### config.mk
export PLATFORM = sky130hd
export DESIGN_NAME = hdmi_timing_ctrl
export DESIGN_NICKNAME = d
export VERILOG_FILES = /design/src/rtl/hdmi_timing_ctrl_pkg.sv /design/src/rtl/hdmi_timing_ctrl_wrap_counter.sv /design/src/rtl/hdmi_timing_ctrl.sv
export SDC_FILE = /design/constraint.sdc
export NUM_CORES = 1
export LEC_CHECK = 0
export ABC_AREA = 1
export BUFFER_PORTS_ARGS = -buffer_cell sky130_fd_sc_hd__buf_2
export CORE_ASPECT_RATIO = 1.1
export CORE_UTILIZATION = 42
export DETAILED_ROUTE_END_ITERATION = 8
export PLACE_DENSITY = 0.75
export SYNTH_ARGS = -nofsm -noshare
export SYNTH_HDL_FRONTEND = slang
export SYNTH_SLANG_ARGS = --single-unit
### constraint.sdc
create_clock -name clk -period 1.6 [get_ports clk]
set_clock_uncertainty 0.2 [all_clocks]
set_input_delay 0.24 -clock clk [delete_from_list [all_inputs] [get_ports clk]]
set_output_delay 0.24 -clock clk [all_outputs]
set_load 0.02 [all_outputs]
### src/rtl/hdmi_timing_ctrl_pkg.sv
// -----------------------------------------------------------------------------
// hdmi_timing_ctrl_pkg
// Shared definitions for the HDMI video timing controller:
//   - default 640x480@60 timing parameter set
//   - FSM state type (ST_IDLE, ST_RUN)
//   - counter width used for the h/v position counters
// -----------------------------------------------------------------------------
package hdmi_timing_ctrl_pkg;

    localparam int unsigned CNT_W = 12;

    // 640x480@60 timing set
    localparam int unsigned DEF_H_ACTIVE = 640;
    localparam int unsigned DEF_H_FP     = 16;
    localparam int unsigned DEF_H_SYNC   = 96;
    localparam int unsigned DEF_H_BP     = 48;
    localparam int unsigned DEF_V_ACTIVE = 480;
    localparam int unsigned DEF_V_FP     = 10;
    localparam int unsigned DEF_V_SYNC   = 2;
    localparam int unsigned DEF_V_BP     = 33;

    typedef enum logic {
        ST_IDLE = 1'b0,
        ST_RUN  = 1'b1
    } state_t;

endpackage

### src/rtl/hdmi_timing_ctrl_wrap_counter.sv
// -----------------------------------------------------------------------------
// wrap_counter
// Free-running counter 0..TERMINAL that wraps to 0, with synchronous clear.
// Ports:
//   clk    in  : clock
//   rst_n  in  : asynchronous active-low reset
//   clr    in  : synchronous clear to 0 (dominates en)
//   en     in  : advance the count this cycle
//   cnt    out : current count
//   carry  out : high in the enabled cycle where cnt == TERMINAL (wrap cycle)
// -----------------------------------------------------------------------------
module wrap_counter
    import hdmi_timing_ctrl_pkg::*;
#(
    parameter int unsigned WIDTH    = CNT_W,
    parameter int unsigned TERMINAL = 1
) (
    input  logic             clk,
    input  logic             rst_n,
    input  logic             clr,
    input  logic             en,
    output logic [WIDTH-1:0] cnt,
    output logic             carry
);

    localparam logic [WIDTH-1:0] TC = WIDTH'(TERMINAL);

    logic [WIDTH-1:0] cnt_d;
    logic [WIDTH-1:0] cnt_q;

    always_comb begin
        cnt_d = cnt_q;
        carry = en && (cnt_q == TC);
        if (clr) begin
            cnt_d = '0;
        end else if (en) begin
            cnt_d = carry ? '0 : cnt_q + 1'b1;
        end
    end

    always_ff @(posedge clk or negedge rst_n) begin
        if (!rst_n) begin
            cnt_q <= '0;
        end else begin
            cnt_q <= cnt_d;
        end
    end

    assign cnt = cnt_q;

endmodule

### src/rtl/hdmi_timing_ctrl.sv
// -----------------------------------------------------------------------------
// hdmi_timing_ctrl
// Video timing controller for the HDMI output path. Produces the pixel FIFO
// read strobe, then one cycle later the data enable, syncs and pixel position,
// so FIFO read data lines up with the sync outputs at the formatter.
// Ports:
//   clk          in  : pixel clock
//   reset        in  : asynchronous active-low reset
//   enable       in  : request video output (frame always completes on drop)
//   fifo_empty   in  : pixel FIFO empty flag
//   clr_underrun in  : clear sticky underrun flag
//   rd_en        out : pixel FIFO read strobe (stage 0)
//   en           out : data enable (stage 1)
//   hs, vs       out : horizontal / vertical sync (stage 1, polarity by param)
//   pix_x, pix_y out : position of the pixel qualified by en
//   frame_start  out : one-cycle pulse with rd_en of position (0,0)
//   busy         out : high while in RUN
//   underrun     out : sticky, set on rd_en with fifo_empty
// -----------------------------------------------------------------------------
module hdmi_timing_ctrl
    import hdmi_timing_ctrl_pkg::*;
#(
    parameter int unsigned H_ACTIVE = DEF_H_ACTIVE,
    parameter int unsigned H_FP     = DEF_H_FP,
    parameter int unsigned H_SYNC   = DEF_H_SYNC,
    parameter int unsigned H_BP     = DEF_H_BP,
    parameter int unsigned V_ACTIVE = DEF_V_ACTIVE,
    parameter int unsigned V_FP     = DEF_V_FP,
    parameter int unsigned V_SYNC   = DEF_V_SYNC,
    parameter int unsigned V_BP     = DEF_V_BP,
    parameter logic        HS_POL   = 1'b0,
    parameter logic        VS_POL   = 1'b0
) (
    input  logic             clk,
    input  logic             reset,
    input  logic             enable,
    input  logic             fifo_empty,
    input  logic             clr_underrun,
    output logic             rd_en,
    output logic             en,
    output logic             hs,
    output logic             vs,
    output logic [CNT_W-1:0] pix_x,
    output logic [CNT_W-1:0] pix_y,
    output logic             frame_start,
    output logic             busy,
    output logic             underrun
);

    localparam int unsigned H_TOTAL = H_ACTIVE + H_FP + H_SYNC + H_BP;
    localparam int unsigned V_TOTAL = V_ACTIVE + V_FP + V_SYNC + V_BP;

    localparam logic [CNT_W-1:0] H_ACT_C  = CNT_W'(H_ACTIVE);
    localparam logic [CNT_W-1:0] HS_BEG_C = CNT_W'(H_ACTIVE + H_FP);
    localparam logic [CNT_W-1:0] HS_END_C = CNT_W'(H_ACTIVE + H_FP + H_SYNC);
    localparam logic [CNT_W-1:0] V_ACT_C  = CNT_W'(V_ACTIVE);
    localparam logic [CNT_W-1:0] VS_BEG_C = CNT_W'(V_ACTIVE + V_FP);
    localparam logic [CNT_W-1:0] VS_END_C = CNT_W'(V_ACTIVE + V_FP + V_SYNC);

    // ---------------------------------------------------------------- FSM
    state_t state_q, state_d;
    logic   busy_q, busy_d;
    logic   run;

    logic [CNT_W-1:0] h_cnt, v_cnt;
    logic             h_carry, v_carry;

    assign run = (state_q == ST_RUN);

    // v_carry is only high on the last position of a frame (it is gated by
    // h_carry), so it doubles as the frame-end marker.
    always_comb begin
        state_d = state_q;
        unique case (state_q)
            ST_IDLE: if (enable)              state_d = ST_RUN;
            ST_RUN:  if (v_carry && !enable)  state_d = ST_IDLE;
            default:                          state_d = ST_IDLE;
        endcase
        busy_d = (state_d == ST_RUN);
    end

    // ------------------------------------------------------------ counters
    wrap_counter #(
        .WIDTH    (CNT_W),
        .TERMINAL (H_TOTAL - 1)
    ) u_h_cnt (
        .clk   (clk),
        .rst_n (reset),
        .clr   (!run),
        .en    (run),
        .cnt   (h_cnt),
        .carry (h_carry)
    );

    wrap_counter #(
        .WIDTH    (CNT_W),
        .TERMINAL (V_TOTAL - 1)
    ) u_v_cnt (
        .clk   (clk),
        .rst_n (reset),
        .clr   (!run),
        .en    (h_carry),
        .cnt   (v_cnt),
        .carry (v_carry)
    );

    // ------------------------------------------------------------- stage 0
    logic             rd_en_q, rd_en_d;
    logic             hs0_q, hs0_d;
    logic             vs0_q, vs0_d;
    logic             fs_q, fs_d;
    logic [CNT_W-1:0] x0_q, x0_d;
    logic [CNT_W-1:0] y0_q, y0_d;

    always_comb begin
        rd_en_d = run && (h_cnt < H_ACT_C) && (v_cnt < V_ACT_C);
        hs0_d   = (run && (h_cnt >= HS_BEG_C) && (h_cnt < HS_END_C)) ? HS_POL : ~HS_POL;
        vs0_d   = (run && (v_cnt >= VS_BEG_C) && (v_cnt < VS_END_C)) ? VS_POL : ~VS_POL;
        fs_d    = run && (h_cnt == '0) && (v_cnt == '0);
        x0_d    = h_cnt;
        y0_d    = v_cnt;
    end

    // ------------------------------------------------------------- stage 1
    logic             en_q, en_d;
    logic             hs_q, hs_d;
    logic             vs_q, vs_d;
    logic [CNT_W-1:0] pix_x_q, pix_x_d;
    logic [CNT_W-1:0] pix_y_q, pix_y_d;
    logic             underrun_q, underrun_d;

    always_comb begin
        en_d    = rd_en_q;
        hs_d    = hs0_q;
        vs_d    = vs0_q;
        pix_x_d = x0_q;
        pix_y_d = y0_q;

        // set has priority over clear
        underrun_d = underrun_q;
        if (clr_underrun)          underrun_d = 1'b0;
        if (rd_en_q && fifo_empty) underrun_d = 1'b1;
    end

    always_ff @(posedge clk or negedge reset) begin
        if (!reset) begin
            state_q    <= ST_IDLE;
            busy_q     <= 1'b0;
            rd_en_q    <= 1'b0;
            hs0_q      <= ~HS_POL;
            vs0_q      <= ~VS_POL;
            fs_q       <= 1'b0;
            x0_q       <= '0;
            y0_q       <= '0;
            en_q       <= 1'b0;
            hs_q       <= ~HS_POL;
            vs_q       <= ~VS_POL;
            pix_x_q    <= '0;
            pix_y_q    <= '0;
            underrun_q <= 1'b0;
        end else begin
            state_q    <= state_d;
            busy_q     <= busy_d;
            rd_en_q    <= rd_en_d;
            hs0_q      <= hs0_d;
            vs0_q      <= vs0_d;
            fs_q       <= fs_d;
            x0_q       <= x0_d;
            y0_q       <= y0_d;
            en_q       <= en_d;
            hs_q       <= hs_d;
            vs_q       <= vs_d;
            pix_x_q    <= pix_x_d;
            pix_y_q    <= pix_y_d;
            underrun_q <= underrun_d;
        end
    end

    assign rd_en       = rd_en_q;
    assign en          = en_q;
    assign hs          = hs_q;
    assign vs          = vs_q;
    assign pix_x       = pix_x_q;
    assign pix_y       = pix_y_q;
    assign frame_start = fs_q;
    assign busy        = busy_q;
    assign underrun    = underrun_q;

endmodule

* Yosys cells after proc, flatten, opt, wreduce, memory -nomap -nowiden
Cells that the tools add are included.
** Word-level totals
- Output and inout port bits :: 31
- Bits of input ports :: 5
- Flip-flop bits (word level) :: 81
- Logic and storage cells :: 55
** Cells by class
- Bitwise logic cells :: 1
- Equal/unequal tests :: 3
- $add $sub $neg :: 2
- Reduce and logical (&&, ||, !) cells :: 16
- Muxes and demuxes :: 12
- Magnitude comparators :: 6
** Operators by type and width (count)
- 12-bit two-way mux :: 5
- 12-bit by 1-bit adder with 12-bit output, second input constant :: 2
- 12-bit by 10-bit equality test with 1-bit output, second input constant :: 2
- 12-bit logical NOT :: 2
- 12-bit by 10-bit < comparator with 1-bit output, second input constant :: 2
- 12-bit by 9-bit < comparator with 1-bit output, second input constant :: 2
- 12-bit by 10-bit greater-or-equal comparator with 1-bit output, second input constant :: 1
- 12-bit by 9-bit greater-or-equal comparator with 1-bit output, second input constant :: 1
- 1-bit logical AND :: 12
- 1-bit two-way mux :: 6
- 2-bit by 1-bit != test with 1-bit output, second input constant :: 1
- 1-bit case mux with 2 select lines :: 1
- 2-bit nonzero test :: 1
- 1-bit logical NOT :: 1
- 1-bit NOT :: 1

* Depth between registers and ports, before layout
- Word-level depth :: 6
- Depth in mapped cells :: 9
- Depth with buffers taken out :: 9

* By module
From an unflattened synthesis, not the netlist that was laid out.
** Unflattened totals
- Cell total of the unflattened synthesis :: 329
- Area total of the unflattened synthesis :: 3278.1 um2
** Modules (own cells, without submodules)
- hdmi_timing_ctrl :: sequential area each 1431.4 um2, cells an instance 109, area an instance 1670.4 um2, times used 1
- wrap_counter at u_h_cnt :: sequential area each 300.3 um2, cells an instance 110, area an instance 832.0 um2, times used 1
- wrap_counter at u_v_cnt :: sequential area each 300.3 um2, cells an instance 110, area an instance 775.7 um2, times used 1

* Worst setup path before layout
OpenSTA, ideal clock, no wires.
- Path type :: reg-to-reg
- Start point :: register u_h_cnt.cnt_q[0] (netlist: u_h_cnt.cnt[0])
- End point :: register busy_q (netlist: busy)
- Stages on the path, launching flop included :: 8
- Clock period less this slack :: 1570 ps
- Path buffers :: 0
- Setup time :: 124 ps
- Required time :: 1276 ps
- Slack :: 30 ps
- Arrival time :: 1245 ps
- Path through :: dfrtp_1 -> ha_1 -> nand2_1 -> nor2_4 -> nand3_2 -> nand2_4 -> nand2_4 -> or2_1
** Between the ends
- Cells in the longest elaborated chain, start to end :: 6
** Ends and longest elaborated chain
- start: declaration :: line hdmi_timing_ctrl_wrap_counter.sv:29 : logic [WIDTH-1:0] cnt_q;
- start signal: assignment :: line hdmi_timing_ctrl_wrap_counter.sv:45 : cnt_q <= cnt_d;
- 12-bit by 10-bit equality test with 1-bit output :: line hdmi_timing_ctrl_wrap_counter.sv:33 : carry = en && (cnt_q == TC);
- 1-bit logical AND (2 in a row) :: line hdmi_timing_ctrl_wrap_counter.sv:33
- 1-bit logical AND :: line hdmi_timing_ctrl.sv:76 : ST_RUN: if (v_carry && !enable) state_d = ST_IDLE;
- 1-bit two-way mux :: line hdmi_timing_ctrl.sv:76
- 1-bit case mux with 2 select lines :: line hdmi_timing_ctrl.sv:74 : unique case (state_q)
- via busy_d :: line hdmi_timing_ctrl.sv:62 : logic busy_q, busy_d;
- end signal: assignment :: line hdmi_timing_ctrl.sv:163 : busy_q <= busy_d;
- end: declaration :: line hdmi_timing_ctrl.sv:62
The timed path passes the listed nets, and every way through them passes these cells.
A chain may end at the register's enable or synchronous reset.

* Worst setup path in the final report
- Start point :: register u_h_cnt.cnt_q[0] (netlist: u_h_cnt.cnt[0])
- End point :: register u_v_cnt.cnt_q[8] (netlist: u_v_cnt.cnt[8])
** Between the ends
- Cells in the longest elaborated chain, start to end :: 6
- Elaborated cells between the ends (all ways) :: 7
- Classes of those cells :: eq/ne: 2; mux: 3; reduce/logical: 2
** Ends and longest elaborated chain
- 12-bit by 10-bit equality test with 1-bit output (*) :: line hdmi_timing_ctrl_wrap_counter.sv:33
- 1-bit logical AND (*) :: line hdmi_timing_ctrl_wrap_counter.sv:33
- 1-bit logical AND :: line hdmi_timing_ctrl_wrap_counter.sv:33
- 12-bit two-way mux :: line hdmi_timing_ctrl_wrap_counter.sv:37 : cnt_d = carry ? '0 : cnt_q + 1'b1;
- 12-bit two-way mux :: line hdmi_timing_ctrl_wrap_counter.sv:36 : end else if (en) begin
- 12-bit two-way mux :: line hdmi_timing_ctrl_wrap_counter.sv:34 : if (clr) begin
- end signal: assignment :: line hdmi_timing_ctrl_wrap_counter.sv:45
- end: declaration :: line hdmi_timing_ctrl_wrap_counter.sv:29
Mark *: on every way between the ends. The rest lies on a longest branch, timed or not. The select of a mux whose other input is x is not followed.

==> run_results.csv <==
group,metric,value,unit
synthesis,synth_cell_types,27,
floorplan,floorplan.io_pins,36,
synthesis,synth_seq_area_share,67.6,%
floorplan,core-area,6750,um2
place,place.gp.congestion,0.925,
finish,utilization,60.2,%
timing,drv_slew,0,
synthesis,yosysWarnings,0,
status,violations,"negative setup slack",
setup_path,r2r_setup_slack,-40,ps
setup_path,cp_cell_sequence,"ha_4 -> nand2_4 -> nor2_4 -> nand3_4 -> nand2_8 -> buf_8 -> nand4_1 -> o21ai_1",
finish,final_area,4060,um2
setup_path,rr_startpoint,"u_h_cnt.cnt[0]",
drt,drt-total-wl,6.28,mm
synthesis,synth_seq_cells,81,
timing,setup-violations-final,9,
setup_path,cp_max_fo,10,
global_route,grt_start_max_net_pins,33,
floorplan,dieWidth,82.7,um
drt,drtIter0Drc,159,
setup_path,worst-path-buf-inv,1,
global_route,grt_pass1_vias,2250,
timing,tightest_slew,449,ps
place,post-place-ws,-119,ps
clock_tree,cts_sinks,81,
power,p_leak,2.12,nW
drt,drtAntennaViolNets,0,
power,power,4.84,mW
flow_run,cap_viol_max_count,0,
clock_tree,cts.htree.levels,3,
min_path,hold_class,"in -> async",
clock_tree,cts-root-buf,"clkbuf_8",
status,status,"complete, but fails checks",
setup_path,crit_type,"reg -> reg",
setup_path,crit_arrival,1730,ps
place,dp.cells,429,
power,vdd_ir_drop_max,0.000793,V
floorplan,die_h,90.7,um
place,port_buffers,35,
finish,mostFrequentLayoutCells,"77 x dfrtp_1, 42 x buf_4, 34 x buf_2",
synthesis,synthCells,276,
floorplan,rows,31,
timing,fin_ws,-43.4,ps
global_route,antenna_found_initial,0,
clock_tree,tritoncts,"done",
finish,fin_nets,383,
clock_tree,cts-buffers-inserted,9,
timing,maxSlewHeadroom,69.8,%
synthesis,synth_area_per_cell,10.9,um2
synthesis,netlist_area,3010,um2
finish,drive_above_1_share,39.1,%
timing,rsz0062_at_grt,"yes",
setup_path,max_stage_delay,410,ps
setup_path,reg2reg_depth,8,
finish,area_growth,35.2,%
setup_path,startpoint_type,"register",
drt,drc,0,
clock_tree,clk_latency,360,ps
synthesis,syn_nets,285,
timing,finalHoldViolCount,0,
timing,max_freq,609,MHz
finish,antennaDiodeCount,0,
drt,routedWlPerCell,13.6,um
drt,viasPerCell,4.90,
clock_tree,clk_path_buf_depth,2,
setup_path,cp_slowest_cell,"dfrtp_1",
setup_path,crit_required,1680,ps
floorplan,dieArea,7500,um2
drt,vias,2258,
clock_tree,clkTransAtPathRegs,80,ps
global_route,gr-total-overflow,0,
synthesis,yosysTopAreaCell,"dfrtp_1",
finish,multi_input_area,978,um2
finish,layout.filler_cells,536,
setup_path,r2r-end,"u_v_cnt.cnt[8]",
synthesis,ys_top_cells_by_area,"dfrtp_1 64%, nand2_1 4.9%, nor2_1 4.2%",
place,post-dp-hpwl,4.07,mm
floorplan,initial_core_util,44.5,%
timing,period_minus_slack,1640,ps
finish,fin_cells,461,
finish,ff_latch_area,2030,um2
synthesis,synth_top_area_share,64.1,%
global_route,grt_usage,17.9,%
drt,drt-pass1-iter-count,4,
timing,fin_crit_sh,103,%
power,power.density,1190,nW/um2
setup_path,cp-end-kind,"register",
place,place_area,3580,um2
finish,final_common_cell,"dfrtp_1",
global_route,grt_pass1_wl,9.96,mm
setup_path,crit_family,"simple AND/OR/NAND/NOR gates",
-- cell type report --
type | count | area share [%]
clock buffers | 10 | 3.14
clock inverters | 6 | 1.08
inverters | 34 | 3.20
multi-input cells | 159 | 24.1
flip-flops and latches | 81 | 50.0
well taps | 82 | 2.53
repair buffers | 89 | 16.0
-- cells by family after synthesis --
| kind of cell | share of synthesized area (%) |
|---|---|
| AO/OA/AOI/OAI | 3.21 |
| flip-flops | 67.6 |
| AND/OR/NAND/NOR | 20.3 |
| XOR/XNOR | 2.04 |
| adder cells (fa/ha/maj) | 1.67 |
| buffers and inverters | 5.16 |
-- registers in the layout (all words and copies together) (netlist names) --
signal       cells
pix_x           12
busy             1
rd_en            1
en               1
vs               1
pix_y           12
underrun         1
hs0_q            1
frame_start      1
vs0_q            1
u_h_cnt.cnt     12
u_v_cnt.cnt     12
pix_y_d         12
hs               1
pix_x_d         12
-- power by group --
group          switching [mW]  internal (mW)
sequential              0.141           2.31
clock                   0.740          0.568
combinational           0.638          0.443
-- how the worst max path moves through the flow --
| stage | endpoint | slack, ps | depth (start not counted) | startpoint |
|---|---|---|---|---|
| 2_1_floorplan | busy | 30 | 7 | u_h_cnt.cnt[0] |
| 3_3_place_gp | u_v_cnt.cnt[8] | -50 | 8 | u_h_cnt.cnt[1] |
| 3_5_place_dp | u_v_cnt.cnt[8] | -120 | 8 | u_h_cnt.cnt[1] |
| 4_1_cts | busy | -40 | 7 | u_h_cnt.cnt[1] |
| 5_1_grt | busy | -110 | 7 | u_v_cnt.cnt[5] |
| 6_report | u_v_cnt.cnt[8] | -40 | 8 | u_h_cnt.cnt[0] |
-- per-stage QoR --
step / hold WS, ps / TNS (ps)
after global routing: 115 / -907
after global placement: -60.7 / -141
after CTS: 96.4 / -247
after detailed placement: -49.2 / -1140
after floorplan: -256 / 0
final: 106 / -210
-- timing repair --
action | 4_1_cts | 5_1_grt
setup endpoints to repair | 22 | 25
endpoints found under the hold margin | 79 | 0
buffers inserted | 7 | 5
hold buffers | 4 | 0
pin swaps | 9 | 11
cloned | 1 | 0
gates resized for setup | 18 | 33
-- synth_stat cells, drive strengths merged --
cell    n
or2     2
nand4  11
nor4    1
nor3   16
dfrtp  77
nor2   36
o21ai  11
a21oi   6
inv    34
nand3  21
nor3b   1
buf     3
ha      4
nand2  42
dfstp   4
xor2    7
-- per-layer routing --
metal / vias up / global-route usage [%] / wire length (um)
met2: 65 / 25.9 / 2970
met1: 1089 / 23.3 / 2820
met5: - / 0 / 0
met3: 17 / 6.06 / 317
met4: 0 / 9.77 / 165
li1: 1087 / - / -
No activity file was read; power rests on OpenSTA's default activity.
